===== src/rtl/gcm_stream_sequencer_pkg.sv =====
// Shared encodings for the GCM stream sequencer: FSM states, host word kinds
// and the layout of the closing len(A)||len(C) block.
package gcm_stream_sequencer_pkg;

    localparam int WORD_W     = 128;
    localparam int WORD_BYTES = 16;

    typedef enum logic [2:0] {
        IDLE     = 3'd0,
        AAD      = 3'd1,
        DATA     = 3'd2,
        EMPTY    = 3'd3,
        LEN      = 3'd4,
        WAIT_TAG = 3'd5
    } seq_state_t;

    localparam logic KIND_AAD  = 1'b0;
    localparam logic KIND_DATA = 1'b1;

    // len(A) sits in the upper half of the closing block, len(C) in the lower half.
    function automatic logic [WORD_W-1:0] len_block(input logic [63:0] a_bits,
                                                    input logic [63:0] c_bits);
        return {a_bits, c_bits};
    endfunction

endpackage


===== src/rtl/gcm_byte_mask.sv =====
// Zeroes bytes nbytes..15 of a 128-bit word (byte 0 in the MSBs); purely combinational,
// shared by the AAD and DATA paths.
module gcm_byte_mask
    import gcm_stream_sequencer_pkg::*;
(
    input  logic [WORD_W-1:0] data,
    input  logic [4:0]        nbytes,
    output logic [WORD_W-1:0] masked
);

    always_comb begin
        masked = '0;
        for (int i = 0; i < WORD_BYTES; i++) begin
            if (5'(i) < nbytes) begin
                masked[WORD_W-1-8*i -: 8] = data[WORD_W-1-8*i -: 8];
            end
        end
    end

endmodule


===== src/rtl/gcm_stream_sequencer.sv =====
// AES-GCM core feeder: accepted host word appears as a core strobe one cycle later; host is stalled
// while the core is not ready or within two cycles of any strobe. Byte limits only with GCM_SEQ_LIMIT_EN.
module gcm_stream_sequencer
    import gcm_stream_sequencer_pkg::*;
#(
    parameter int LEN_W = 64,
    parameter logic [63:0] MAX_C_BYTES = 64'd68719476704,
    parameter logic [63:0] MAX_A_BYTES = 64'h1FFF_FFFF_FFFF_FFFF
)(
    input  logic              iClk,
    input  logic              iRstn,
    input  logic              iStart,
    input  logic              iNoAad,
    input  logic              iNoData,
    input  logic [WORD_W-1:0] iS_data,
    input  logic              iS_kind,
    input  logic              iS_last,
    input  logic [4:0]        iS_nbytes,
    input  logic              iS_valid,
    output logic              oS_ready,
    output logic              oCore_init,
    output logic [WORD_W-1:0] oCore_aad,
    output logic              oCore_aad_valid,
    output logic              oCore_aad_last,
    output logic [WORD_W-1:0] oCore_blk,
    output logic              oCore_blk_valid,
    output logic              oCore_blk_last,
    input  logic              iCore_ready,
    input  logic              iCore_tag_valid,
    output logic              oBusy,
    output logic              oDone,
    output logic              oErr
);

    seq_state_t        state, state_nxt;
    logic              no_data;
    logic              hold_q, hold;
    logic [WORD_W-1:0] aad_dat, blk_dat, masked;
    logic              aad_vld, aad_last, blk_vld, blk_last;
    logic [LEN_W-1:0]  a_bits, c_bits, add_bits;
    logic              err_q;
    logic              in_stream, kind_ok, bad_len, over, base_rdy, accept, proto_err, core_go;
    logic              len_fire, empty_fire;
    logic [4:0]        nbytes_eff;

    // Hold covers the strobe cycle and the one after it, giving a 2-cycle gap between strobes.
    assign hold       = hold_q | aad_vld | blk_vld | blk_last;
    assign core_go    = iCore_ready & ~hold;
    assign in_stream  = (state == AAD) || (state == DATA);
    assign kind_ok    = iS_kind == ((state == DATA) ? KIND_DATA : KIND_AAD);
    assign nbytes_eff = iS_last ? iS_nbytes : 5'(WORD_BYTES);
    assign bad_len    = iS_last & ((iS_nbytes == 5'd0) | (iS_nbytes > 5'(WORD_BYTES)));
    assign add_bits   = LEN_W'({nbytes_eff, 3'b000});

`ifdef GCM_SEQ_LIMIT_EN
    localparam logic [LEN_W:0] A_LIM = (LEN_W+1)'(MAX_A_BYTES) << 3;
    localparam logic [LEN_W:0] C_LIM = (LEN_W+1)'(MAX_C_BYTES) << 3;
    logic [LEN_W:0] cnt_sum;
    assign cnt_sum = {1'b0, (state == DATA) ? c_bits : a_bits} + (LEN_W+1)'(add_bits);
    assign over    = kind_ok & (cnt_sum > ((state == DATA) ? C_LIM : A_LIM));
`else
    assign over = 1'b0;
`endif

    assign base_rdy  = in_stream & core_go & kind_ok;
    assign oS_ready  = base_rdy & ~over;
    assign accept    = iS_valid & oS_ready & ~bad_len;
    assign proto_err = in_stream & iS_valid & (~kind_ok | bad_len | over);

    gcm_byte_mask u_mask (
        .data   (iS_data),
        .nbytes (nbytes_eff),
        .masked (masked)
    );

    always_ff @(posedge iClk) begin
        if (!iRstn) state <= IDLE;
        else        state <= state_nxt;
    end

    always_comb begin
        state_nxt  = state;
        len_fire   = 1'b0;
        empty_fire = 1'b0;
        case (state)
            IDLE: begin
                if (iStart) begin
                    if (!iNoAad)      state_nxt = AAD;
                    else if (iNoData) state_nxt = EMPTY;
                    else              state_nxt = DATA;
                end
            end
            AAD:      if (accept && iS_last) state_nxt = no_data ? EMPTY : DATA;
            DATA:     if (accept && iS_last) state_nxt = LEN;
            EMPTY: begin
                if (core_go) begin
                    empty_fire = 1'b1;
                    state_nxt  = LEN;
                end
            end
            LEN: begin
                if (core_go) begin
                    len_fire  = 1'b1;
                    state_nxt = WAIT_TAG;
                end
            end
            WAIT_TAG: if (iCore_tag_valid) state_nxt = IDLE;
            default:  state_nxt = IDLE;
        endcase
        if (proto_err) state_nxt = IDLE;
    end

    always_ff @(posedge iClk) begin
        if (!iRstn) begin
            no_data  <= 1'b0;
            hold_q   <= 1'b0;
            aad_dat  <= '0;
            blk_dat  <= '0;
            aad_vld  <= 1'b0;
            aad_last <= 1'b0;
            blk_vld  <= 1'b0;
            blk_last <= 1'b0;
            a_bits   <= '0;
            c_bits   <= '0;
            err_q    <= 1'b0;
        end else begin
            hold_q   <= aad_vld | blk_vld | blk_last;
            aad_vld  <= 1'b0;
            aad_last <= 1'b0;
            blk_vld  <= 1'b0;
            blk_last <= 1'b0;
            if (state == IDLE && iStart) begin
                no_data <= iNoData;
                a_bits  <= '0;
                c_bits  <= '0;
                err_q   <= 1'b0;
            end
            if (proto_err) err_q <= 1'b1;
            if (accept && state == AAD) begin
                aad_dat  <= masked;
                aad_vld  <= 1'b1;
                aad_last <= iS_last;
                a_bits   <= a_bits + add_bits;
            end
            if (accept && state == DATA) begin
                blk_dat  <= masked;
                blk_vld  <= 1'b1;
                blk_last <= iS_last;
                c_bits   <= c_bits + add_bits;
            end
            if (empty_fire) blk_last <= 1'b1;
            if (len_fire) begin
                aad_dat <= len_block(a_bits, c_bits);
                aad_vld <= 1'b1;
            end
        end
    end

    assign oCore_aad       = aad_dat;
    assign oCore_aad_valid = aad_vld;
    assign oCore_aad_last  = aad_last;
    assign oCore_blk       = blk_dat;
    assign oCore_blk_valid = blk_vld;
    assign oCore_blk_last  = blk_last;
    assign oBusy           = state != IDLE;
    assign oCore_init      = state != IDLE;
    assign oDone           = (state == WAIT_TAG) & iCore_tag_valid;
    assign oErr            = err_q;

endmodule


===== config.mk =====
export PLATFORM = sky130hd
export DESIGN_NAME = gcm_stream_sequencer
export DESIGN_NICKNAME = d
export VERILOG_FILES = /design/src/rtl/gcm_stream_sequencer_pkg.sv /design/src/rtl/gcm_byte_mask.sv /design/src/rtl/gcm_stream_sequencer.sv
export SDC_FILE = /design/constraint.sdc
export NUM_CORES = 1
export LEC_CHECK = 0
export ABC_AREA = 1
export BUFFER_PORTS_ARGS = -buffer_cell sky130_fd_sc_hd__buf_4
export CORE_UTILIZATION = 50
export DETAILED_ROUTE_END_ITERATION = 16
export PLACE_DENSITY = 0.74
export SYNTH_ARGS = -nofsm -noshare
export SYNTH_HDL_FRONTEND = slang
export SYNTH_SLANG_ARGS = --single-unit

===== constraint.sdc =====
create_clock -name iClk -period 2.85 [get_ports iClk]
set_input_delay 0.4275 -clock iClk [delete_from_list [all_inputs] [get_ports iClk]]
set_output_delay 0.4275 -clock iClk [all_outputs]
set_load 0.02 [all_outputs]

==> results.py <==
metrics = {
    "run_status": {
        "run_status": "finished clean",
    },
    "timing": {
        "final.period_utilization": 0.860,
        "timing_hold_violations_final": 0,
        "tightestPinTransition_ps": 939,
        "worst_clock_skew_ps": 14.7,
        "layout_min_cycle_time_ps": 2450,
        "highest_attainable_clock_frequency_ghz": 0.408,
        "final.setup.tns_ps": 0,
        "rsz0062_at_grt": "false",
        "slew_viol_final": 0,
        "count_of_final_setup_violators": 0,
        "max_slew_margin": 0.374,
    },
    "synth": {
        "mappedNetlistArea_sq_um": 20100,
        "register_bit_count_reported_by_yosys": 388,
        "ys_async_sr_fraction": 0,
        "ys.flop_type": "dfxtp_1",
        "synth_edf_count": 0,
        "yosys.cell_types.count": 44,
        "post_synth_inst_count": 3090,
        "synth_fp_nets": 3241,
        "synth.yosys.seq_area_share": 0.387,
        "number_of_warnings_issued_by_yosys": 0,
        "post_synth.cell_area_avg_sq_um": 6.49,
    },
    "die": {
        "die_x_microns": 202,
        "die-area_sq_um": 40900,
        "initial_core_util": 0.506,
        "die_height_microns": 202,
        "ios": 408,
        "floorplan.rows": 73,
        "placeableCoreArea_sq_um": 39600,
    },
    "global_route": {
        "overflow": 0,
        "grt.total_usage": 0.402,
        "grt_antenna_before_repair": 1,
        "first_global_vias": 20800,
        "grt_start_max_net_pins": 209,
        "grt_pass1_wl_mm": 127,
    },
    "cts": {
        "ctsLongestPathBuffers": 3,
        "clock_latency_ps": 600,
        "ctsHtreeMaxLevel": 2,
        "post_cts_resized": 0,
        "ctsHoldBuffers": 0,
        "tritoncts_clock_tree": "done",
        "cts-buffers-inserted": 43,
        "clk_pin_slew_ps": 60,
        "clockRootBuffer": "clkbuf_16",
        "cts_num_sinks": 388,
        "post_cts_buffers": 0,
    },
    "setup_path": {
        "critPathMaxStageDelay_ps": 370,
        "crit_type": "reg2reg",
        "timing.critical_path.to_type": "flop",
        "crit_fanout": 47,
        "crit_path_dat_ps": 2960,
        "crit_path_start_kind": "flop",
        "critPathRequiredTime_ps": 3360,
        "crit_path_slowest_cell": "dfxtp_1",
        "crit_chain": "nor2_1 -> nand2_2 -> nand2_1 -> nand2_1 -> inv_1 -> nand4_1 -> nand2_4 -> buf_12 -> buf_12 -> o21ai_0 -> a31oi_1",
    },
    "placement": {
        "dp_hpwl_mm": 63.7,
        "detailed_place.area_sq_um": 23500,
        "port_buffers": 407,
        "gp_routability_congestion": 1.02,
    },
    "layout": {
        "final_layout_size_suffix_gt1_frac": 0.169,
        "fin_area_sq_um": 24900,
        "antennaDiodeCount": 0,
        "design.final.nets": 3567,
        "syn2layout_area_growth_pct": 24.1,
    },
    "detailed_routing": {
        "route.detailed.wl_per_inst_microns": 21.6,
        "drtIter0Drc": 2831,
        "detail_route.first_pass.iterations": 6,
        "routed.top_layer": "met5",
        "vias": 23700,
        "route.final.wire_length_mm": 85.6,
        "ant_nets": 0,
        "wl_met2_mm": 35.0,
        "detailroute.wirelength.met3_mm": 10.5,
        "post-route-drc-count": 0,
        "viasPerCell": 5.97,
        "detail_route.wirelength.met1_mm": 37.1,
    },
    "pwr": {
        "power_per_cell_area_nw_per_um2": 616,
        "worst_ir_drop_vdd_uv": 478,
        "leakagePower_uw": 0.0111,
    },
    "min_path": {
        "worst_hold_path_type": "in2reg",
    },
    "flow_run": {
        "max_cap_violations": 0,
    },
}
[registers in the layout, summed over array words and instances, names as in the netlist]
| name | cells |
|---|---|
| a_bits | 61 |
| c_bits | 61 |
| hold_q | 1 |
| no_data | 1 |
| oCore_aad | 128 |
| oCore_aad_last | 1 |
| oCore_aad_valid | 1 |
| oCore_blk | 128 |
| oCore_blk_last | 1 |
| oCore_blk_valid | 1 |
| oErr | 1 |
| state | 3 |
[through the flow]
step / util / std cells / total power (uW) / hold slack, ps / setup WS, ps
after detailed placement: 0.593 / 3896 / 9640 / 437 / 224
after global placement: 0.593 / 3896 / 9580 / 435 / 246
after floorplan: - / 3090 / 8130 / 430 / 665
after CTS: 0.628 / 3970 / 15300 / 63.5 / 488
final: 0.628 / 3970 / 15300 / 72.8 / 398
after global routing: 0.628 / 3970 / 15800 / 86.1 / 230
[where the power goes]
group | internal [uW] | switching, uW | total (uW)
sequential | 5870 | 283 | 6150
combinational | 1190 | 2270 | 3460
clock | 3280 | 2450 | 5720
total | 10300 | 5000 | 15300
[cells in the final DEF (no fill, tap or decap), types with 11 or more instances in the layout]
master	Yosys	layout
nand4_1	69	69
clkbuf_16	0	43
nor2_1	442	440
nand3b_1	17	17
o21ai_0	181	181
nand3_1	356	356
a22oi_1	14	14
a31oi_1	116	116
buf_4	16	451
inv_1	285	284
nor3_1	25	25
buf_12	0	11
dfxtp_1	388	388
o21ai_1	108	108
nand2_1	639	637
inv_2	17	17
a21oi_1	190	190
[cell type report]
type | instances | area [sq um]
Clock inverter | 15 | 195
Sequential cell | 388 | 7770
Fill cell | 3746 | 14700
Timing Repair Buffer | 463 | 3620
Clock buffer | 59 | 1220
Inverter | 302 | 1140
Multi-Input combinational cell | 2218 | 10300
Tap cell | 525 | 657
[final timing paths]
kind	start	endpoint	slack [ps]	depth (start not counted)
hold / removal	iS_data[103]	oCore_blk[103]$_SDFFE_PN0P_	70	3
setup reg to reg	state[2]$_SDFFE_PP0P_	oCore_aad[4]$_SDFFE_PN0P_	400	11
setup / recovery	state[2]$_SDFFE_PP0P_	oCore_aad[4]$_SDFFE_PN0P_	400	11
hold reg to reg	oCore_blk[32]$_SDFFE_PN0P_	oCore_blk[32]$_SDFFE_PN0P_	450	2
[per-layer routing]
metal	vias to the layer above	global-route usage
met5	-	0
met4	2	0.133
met3	181	0.0732
met2	1530	0.573
met1	11100	0.603
li1	10900	-
[critical path: cells and delay by family, from the launching register on]
kind	cells	cell delay, ps
AOI/OAI and AO/OA	2	300
buffers and inverters	3	600
DFF	1	370
and+or+nand+nor	6	1070
[cell usage after synthesis (5+ instances only)]
library cell | count | area, sq um
o21ai_1 | 108 | 541
dfxtp_1 | 388 | 7770
nor2_1 | 442 | 1660
nor3_1 | 25 | 125
buf_6 | 8 | 90.1
a31oi_1 | 116 | 726
o21ai_0 | 181 | 906
inv_2 | 17 | 63.8
ha_1 | 8 | 100
nand2_1 | 639 | 2400
or2_2 | 5 | 31.3
buf_4 | 16 | 120
a21oi_1 | 190 | 951
buf_2 | 53 | 265
clkbuf_1 | 95 | 357
nand3b_1 | 17 | 128
nand4_1 | 69 | 432
nand2_2 | 6 | 37.5
a22oi_1 | 14 | 105
nand3_1 | 356 | 1780
inv_1 | 285 | 1070
buf_1 | 7 | 26.3
[logic make-up after synthesis]
logic type	count (synthesis)	share of synthesized area
and+or+nand+nor	1587	0.341
AOI/OAI and AO/OA	621	0.166
buffers and inverters	484	0.100
DFF	388	0.387
adders and majority gates	8	0.00499
xor gates and xnor gates	2	0.000873
No activity file was read; power rests on OpenSTA's default activity.
